==> src/rtl/swc_pmem_write_pump_db.sv <==
// Double-buffered write pump: packs G_RATIO narrow words into one memory line,
// parks finished lines in a holding register and writes them in the sync_i slot.
module swc_pmem_write_pump_db #(
    parameter int G_DATA_WIDTH      = 32,
    parameter int G_RATIO           = 16,
    parameter int G_PAGE_ADDR_WIDTH = 10,
    parameter int G_LINE_ADDR_WIDTH = 3
) (
    input  logic                                         clk_i,
    input  logic                                         rst_i,
    input  logic [G_PAGE_ADDR_WIDTH-1:0]                 pgaddr_i,
    input  logic                                         pgreq_i,
    input  logic [G_DATA_WIDTH-1:0]                      d_i,
    input  logic                                         drdy_i,
    input  logic                                         flush_i,
    input  logic                                         sync_i,
    output logic                                         full_o,
    output logic [G_DATA_WIDTH*G_RATIO-1:0]              q_o,
    output logic [G_RATIO-1:0]                           mask_o,
    output logic [G_PAGE_ADDR_WIDTH+G_LINE_ADDR_WIDTH-1:0] addr_o,
    output logic                                         we_o,
    output logic                                         pgend_o
);
    localparam int CW = $clog2(G_RATIO);
    localparam int LW = G_DATA_WIDTH * G_RATIO;
    localparam int AW = G_PAGE_ADDR_WIDTH + G_LINE_ADDR_WIDTH;

    logic [CW-1:0]                cnt_reg;
    logic [LW-1:0]                acc_data_reg;
    logic [G_RATIO-1:0]           acc_mask_reg;
    logic                         acc_closed_reg;
    logic                         hold_valid_reg;
    logic [LW-1:0]                hold_data_reg;
    logic [G_RATIO-1:0]           hold_mask_reg;
    logic [AW-1:0]                hold_addr_reg;
    logic [G_PAGE_ADDR_WIDTH-1:0] page_reg;
    logic [G_LINE_ADDR_WIDTH-1:0] line_reg;
    logic [LW-1:0]                q_reg;
    logic [G_RATIO-1:0]           mask_reg;
    logic [AW-1:0]                addr_reg;
    logic                         we_reg;
    logic                         pgend_reg;

    logic                         accept;
    logic                         last_word;
    logic                         close_now;
    logic                         drain;
    logic                         transfer;
    logic [G_RATIO-1:0]           slot_hit;
    logic [LW-1:0]                acc_data_w;
    logic [G_RATIO-1:0]           acc_mask_w;

    // A closed accumulator refuses input until its line reaches the holding register.
    assign accept    = drdy_i & ~acc_closed_reg;
    assign last_word = accept & (cnt_reg == CW'(G_RATIO - 1));
    assign drain     = sync_i & hold_valid_reg;
    assign close_now = acc_closed_reg | last_word | (flush_i & (|acc_mask_w));
    assign transfer  = close_now & (~hold_valid_reg | drain);

    // Accumulator contents including the word accepted this cycle.
    genvar gi;
    generate
        for (gi = 0; gi < G_RATIO; gi++) begin : g_slot
            assign slot_hit[gi] = accept & (cnt_reg == CW'(gi));
            assign acc_data_w[gi*G_DATA_WIDTH +: G_DATA_WIDTH] =
                slot_hit[gi] ? d_i : acc_data_reg[gi*G_DATA_WIDTH +: G_DATA_WIDTH];
            assign acc_mask_w[gi] = acc_mask_reg[gi] | slot_hit[gi];
        end
    endgenerate

    always_ff @(posedge clk_i or posedge rst_i) begin
        if (rst_i) begin
            cnt_reg        <= '0;
            acc_data_reg   <= '0;
            acc_mask_reg   <= '0;
            acc_closed_reg <= 1'b0;
            hold_valid_reg <= 1'b0;
            hold_data_reg  <= '0;
            hold_mask_reg  <= '0;
            hold_addr_reg  <= '0;
            page_reg       <= '0;
            line_reg       <= '0;
            q_reg          <= '0;
            mask_reg       <= '0;
            addr_reg       <= '0;
            we_reg         <= 1'b0;
            pgend_reg      <= 1'b0;
        end else begin
            we_reg    <= drain;
            pgend_reg <= drain & (&hold_addr_reg[G_LINE_ADDR_WIDTH-1:0]);
            if (drain) begin
                q_reg          <= hold_data_reg;
                mask_reg       <= hold_mask_reg;
                addr_reg       <= hold_addr_reg;
                hold_valid_reg <= 1'b0;
            end
            // A reload on the drain edge overrides the hold_valid clear above.
            if (transfer) begin
                hold_valid_reg <= 1'b1;
                hold_data_reg  <= acc_data_w;
                hold_mask_reg  <= acc_mask_w;
                hold_addr_reg  <= {page_reg, line_reg};
                line_reg       <= line_reg + 1'b1;
                acc_data_reg   <= '0;
                acc_mask_reg   <= '0;
                cnt_reg        <= '0;
                acc_closed_reg <= 1'b0;
            end else begin
                acc_data_reg <= acc_data_w;
                acc_mask_reg <= acc_mask_w;
                if (accept)
                    cnt_reg <= cnt_reg + 1'b1;
                if (close_now)
                    acc_closed_reg <= 1'b1;
            end
            // The transfer above already captured the old address; the new page starts at line 0.
            if (pgreq_i) begin
                page_reg <= pgaddr_i;
                line_reg <= '0;
            end
        end
    end

    assign full_o  = acc_closed_reg;
    assign q_o     = q_reg;
    assign mask_o  = mask_reg;
    assign addr_o  = addr_reg;
    assign we_o    = we_reg;
    assign pgend_o = pgend_reg;
endmodule

==> config.mk <==
export PLATFORM = sky130hd
export DESIGN_NAME = swc_pmem_write_pump_db
export DESIGN_NICKNAME = d
export VERILOG_FILES = /design/src/rtl/swc_pmem_write_pump_db.sv
export SDC_FILE = /design/constraint.sdc
export NUM_CORES = 2
export LEC_CHECK = 0
export BUFFER_PORTS_ARGS = -buffer_cell sky130_fd_sc_hd__buf_2
export CAP_MARGIN = 25
export CORE_MARGIN = 3
export CORE_UTILIZATION = 55
export CTS_CLUSTER_DIAMETER = 80
export CTS_CLUSTER_SIZE = 10
export DETAILED_ROUTE_END_ITERATION = 12
export PLACE_DENSITY = 0.75
export SYNTH_ARGS = -nofsm -noshare
export SYNTH_HDL_FRONTEND = slang
export SYNTH_SLANG_ARGS = --single-unit
export TNS_END_PERCENT = 5
==> constraint.sdc <==
create_clock -name clk_i -period 113.9 [get_ports clk_i]
set_clock_uncertainty 0.2 [all_clocks]
set_input_delay 22.78 -clock clk_i [delete_from_list [all_inputs] [get_ports clk_i]]
set_output_delay 22.78 -clock clk_i [all_outputs]
set_load 0.1 [all_outputs]
[After elaboration in Yosys (flattened, before gate mapping)]
Cells that the tools add are included.
Word-level totals
  flip-flop bits (word level): 1631
  input port bits: 48
  logic and storage cells: 107
  output and inout bits: 544
Operators by class
  eq/ne operators: 15
  muxes and demuxes: 26
  bitwise operators: 42
  add/subtract/negate cells: 2
  reductions and logical operators: 7
Operators by type and width (count)
  32-bit two-way mux: 16
  512-bit two-way mux: 1
  4-bit equality test (second input constant): 8
  1-bit AND: 21
  1-bit bitwise OR: 19
  4-bit by 3-bit equality test with 1-bit output (second input constant): 4
  16-bit two-way mux: 1
  16-bit OR reduction: 1
  4-bit by 2-bit equality test with 1-bit output (second input constant): 2
  4-bit two-way mux: 2
  2-bit nonzero test: 4
  3-bit two-way mux: 2
  4-bit by 1-bit adder with 4-bit output (second input constant): 1
  4-bit by 1-bit equality test with 1-bit output (second input constant): 1
  4-bit zero test: 1
  1-bit two-way mux: 4
  3-bit by 1-bit adder with 3-bit output (second input constant): 1
  3-bit AND reduction: 1
  1-bit inverter: 2

[Depth between registers and ports, before layout]
  depth in word-level cells: 10
  mapped depth: 12
  depth with buffers taken out: 8

[Worst setup path after synthesis]
OpenSTA, ideal clock, no wires.
  path type: in2reg
  from: input drdy_i
  to: register hold_data_reg[208]
  data required time: 113575 ps
  setup time: 125 ps
  data arrival time: 24957 ps
  path buffers: 5
  cell stages on the path: 11
  slack: 88618 ps
  cells stage by stage: buf_2 > and3b_1 > and3_1 > buf_2 > or4_4 > nor4_4 > a21boi_1 > buf_4 > buf_6 > buf_6 > mux2_4
On the way
  word-level cells in the longest chain between the ends: 7
  elaborated cells between the ends (all ways): 39
  those cells by class: mux: 1; bitwise: 37; reduce/logical: 1
RTL lines
  start, declared: RTL line 14  | input logic drdy_i,
  1-bit AND *: RTL line 54  | assign accept = drdy_i & ~acc_closed_reg;
  1-bit AND, on equally long branches: RTL line 64, 55
  1-bit bitwise OR: RTL line 67  | assign acc_mask_w[gi] = acc_mask_reg[gi] | slot_hit[gi];
  16-bit OR reduction: RTL line 57  | assign close_now = acc_closed_reg | last_word | (flush_i & (|acc_mask_w));
  1-bit AND: RTL line 57
  1-bit bitwise OR: RTL line 57
  1-bit AND: RTL line 58  | assign transfer = close_now & (~hold_valid_reg | drain);
  end signal, assigned: RTL line 100  | hold_data_reg <= acc_data_w;
  end, declared: RTL line 33  | logic [LW-1:0] hold_data_reg;
Every way passes the cells marked *; elsewhere a longest branch is shown, timed or not.
A chain may end at the register's enable or synchronous reset.

[Final worst setup path]
  from: input drdy_i
  to: register hold_data_reg[256]
The elaborated chain is that of the path after synthesis.

==> results_dict.tcl <==
set metrics [dict create \
    hpwl_mm 100 \
    peakVddDrop_mv 0.0331 \
    start_kind "primary input" \
    synth_flop_cell "dfrtp_1" \
    ant_nets 0 \
    synth_fp_nets 5392 \
    routed_via_density 5.45 \
    gp_congestion 0.816 \
    core_um2 117000 \
    crit_slowest_cell "buf_4" \
    hold_violations 0 \
    ys_warn_count 0 \
    endpoint_kind "flip-flop" \
    synth_seq_cells 1631 \
    drive_above_1_share_pct 26.2 \
    syn_area_per_cell_um2 12.2 \
    crit_top_cell "buf_4" \
    tightest_slew_ps 1180 \
    drt_iter0_drc 3787 \
    fin_tns_setup_ps 0 \
    power_mw 1.80 \
    cp_max_fo 188 \
    powerDensity_nw_per_um2 24.4 \
    critical_path_required_ps 114330 \
    clock_latency_ps 780 \
    seq_area_um2 40800 \
    ys_async_sr_fraction_pct 100 \
    cts-htree-levels 4 \
    maxSlewHeadroom_pct 21.3 \
    grt_max_degree 242 \
    p_clk_share_pct 28.2 \
    synth_cell_type_count 36 \
    first_pass_iters 5 \
    grt_use_total_pct 27.6 \
    setup_viol 0 \
    wirelength_mm 167 \
    leakage_nw 39.9 \
    cts_setup_buffers 0 \
    yosysSeqAreaShare_pct 62.9 \
    cts.sinks 1631 \
    ctsHoldBuffers 0 \
    arrival_ps 29530 \
    grt_antenna_before_repair 20 \
    crit_type "in2reg" \
    rsz0062_at_grt "no" \
    drv_cap 0 \
    finalNetCount 5884 \
    syn-instance-count 5339 \
    synth_edf_count 0 \
    boundaryPins 592 \
    power_frac_comb_pct 33.2 \
    clk_pin_slew_worst_paths_ps 50 \
    crit_family "buffers and inverters" \
    die_h_um 349 \
    rows 125 \
    seq_power_share_pct 38.6 \
    critical_path_buf_inv_count 7 \
    p_int_mw 1.07 \
    fillers 8969 \
    outcome "completed" \
    first_global_vias 41300 \
    multi_input_area_um2 21700 \
    area_growth_pct 13.7 \
    switching_power_uw 728 \
    cts_root_buf "clkbuf_16" \
    initial_core_util_pct 55.6 \
    vias 40300 \
    period_needed_ps 29100 \
    worstPathCellList "buf_2 > and3b_1 > and3_2 > or4_4 > nor4_4 > a21boi_4 > buf_12 > buf_4 > buf_16 > buf_4 > buf_4 > buf_4 > mux2_4" \
    cts_tree "built" \
    synthesis.area_um2 64900 \
    cts_buffer_depth 3 \
    grt_pass1_wl_mm 255 \
    switching_share_pct 40.4 \
    fin_crit_sh_pct 25.5 \
    min_path_type "reg2reg" \
    ctsResizeCount 0 \
    fmax_mhz 34.4 \
    critPathMaxStageDelay_ps 900 \
    routedWlPerCell_um 22.7 \
    dieArea_um2 122000 \
    numCtsBuffers 181 \
    portBuffers 591 \
    die_w_um 349 \
    drc 0 \
    overflow 0 \
    drv_slew 0 \
]
## layout by cell type (no fill, tap or decap), types with 4 or more instances in the layout
master and instances:
nand3_1 4, and2_2 4, a21oi_1 8, buf_4 38, nor2b_1 346, mux2_4 300
diode_2 8, nand2_1 1344, and3_2 4, o21ai_0 189, clkbuf_16 182, buf_12 9
inv_1 192, mux2_2 369, buf_16 8, dfrtp_1 1631, nor2_1 202, clkinv_16 7
nand4_1 4, ha_1 5, mux2i_1 366, buf_2 591, nand2b_1 9
## power groups by stage
stage	clock network, mW	logic, mW	registers (mW)
final	0.508	0.597	0.695
after global routing	0.540	0.630	0.702
after CTS	0.516	0.594	0.695
after detailed placement	0	0.593	0.704
after global placement	0	0.583	0.702
after floorplan	0	0.280	0.918
## layout make-up
class,instances,share of cell area [%]
clock buffer,184,6.21
clock inverter,15,0.429
timing repair buffer,646,4.94
antenna,8,0.0271
inverter,194,1.01
tap,1524,2.59
multi-input combinational,3177,29.5
sequential,1631,55.3
## per-stage QoR
stage | util, % | worst slack, ps | instance area [µm²] | std cells | hold slack (ps)
after floorplan | - | 44890 | 64900 | 5339 | 235
after global placement | 58.8 | 83940 | 68600 | 7163 | 251
after detailed placement | 58.8 | 83810 | 68600 | 7165 | 251
after CTS | 63.0 | 84630 | 73500 | 7364 | 256
after global routing | 63.2 | 84480 | 73700 | 7372 | 284
final | 63.2 | 84800 | 73700 | 7379 | 256
## kinds of logic after synthesis
group,synth area share [%]
adder cells (fa/ha/maj),0.0964
flip-flops,62.9
buffers and inverters,3.67
AND/OR/NAND/NOR,12.7
multiplexers,19.0
AO/OA/AOI/OAI,1.60
XOR/XNOR,0.0405
## layer usage
layer | wire length, µm | share of wire, % | vias to the layer above | global-route usage (%)
met2 | 78600 | 47 | 1263 | 43.7
met4 | 7620 | 4.6 | 2 | 12.0
met5 | 13 | 0.0078 | - | 0
met3 | 11200 | 6.7 | 335 | 5.65
li1 | - | - | 18000 | -
met1 | 70000 | 42 | 20700 | 37.3
## worst register-to-register path: cells and delay by family, from the launching register on
family / cells / cell delay [ps]
flops: 1 / 470
buf+inv: 6 / 4420
mux: 1 / 380
compound gates: 1 / 350
simple gates: 4 / 1500
## cells in the mapped netlist (all sizes together), types with 4 or more instances
master  number  area (µm²)
dfrtp     1631       40800
nand2     1345        5050
mux2       669        8660
mux2i      366        3660
nor2b      346        2160
clkbuf     232         871
nor2       202         758
inv        194         728
o21ai      189         946
buf        105         781
nand2b       9        56.3
a21oi        8        40.0
nand3        7        35.0
and2         5        31.3
and3         5        31.3
ha           5        62.6
nand4        4        25.0
## path summary, 6_finish.rpt
| path | start | end | slack, ps | cells after the start |
|---|---|---|---|---|
| setup / recovery | drdy_i | hold_data_reg[256]$_DFFE_PP0P_ | 84800 | 13 |
| hold / removal | hold_data_reg[318]$_DFFE_PP0P_ | q_o[318]$_DFFE_PP0P_ | 260 | 2 |
| setup reg to reg | full_o$_DFFE_PP0P_ | hold_data_reg[256]$_DFFE_PP0P_ | 106450 | 12 |
| hold reg to reg | hold_data_reg[318]$_DFFE_PP0P_ | q_o[318]$_DFFE_PP0P_ | 260 | 2 |
| max in group asynchronous | rst_i | hold_data_reg[372]$_DFFE_PP0P_ | 87390 | 6 |
| min in group asynchronous | rst_i | q_o[446]$_DFFE_PP0P_ | 21940 | 2 |
Note: power is estimated with default switching activity, not from simulation.
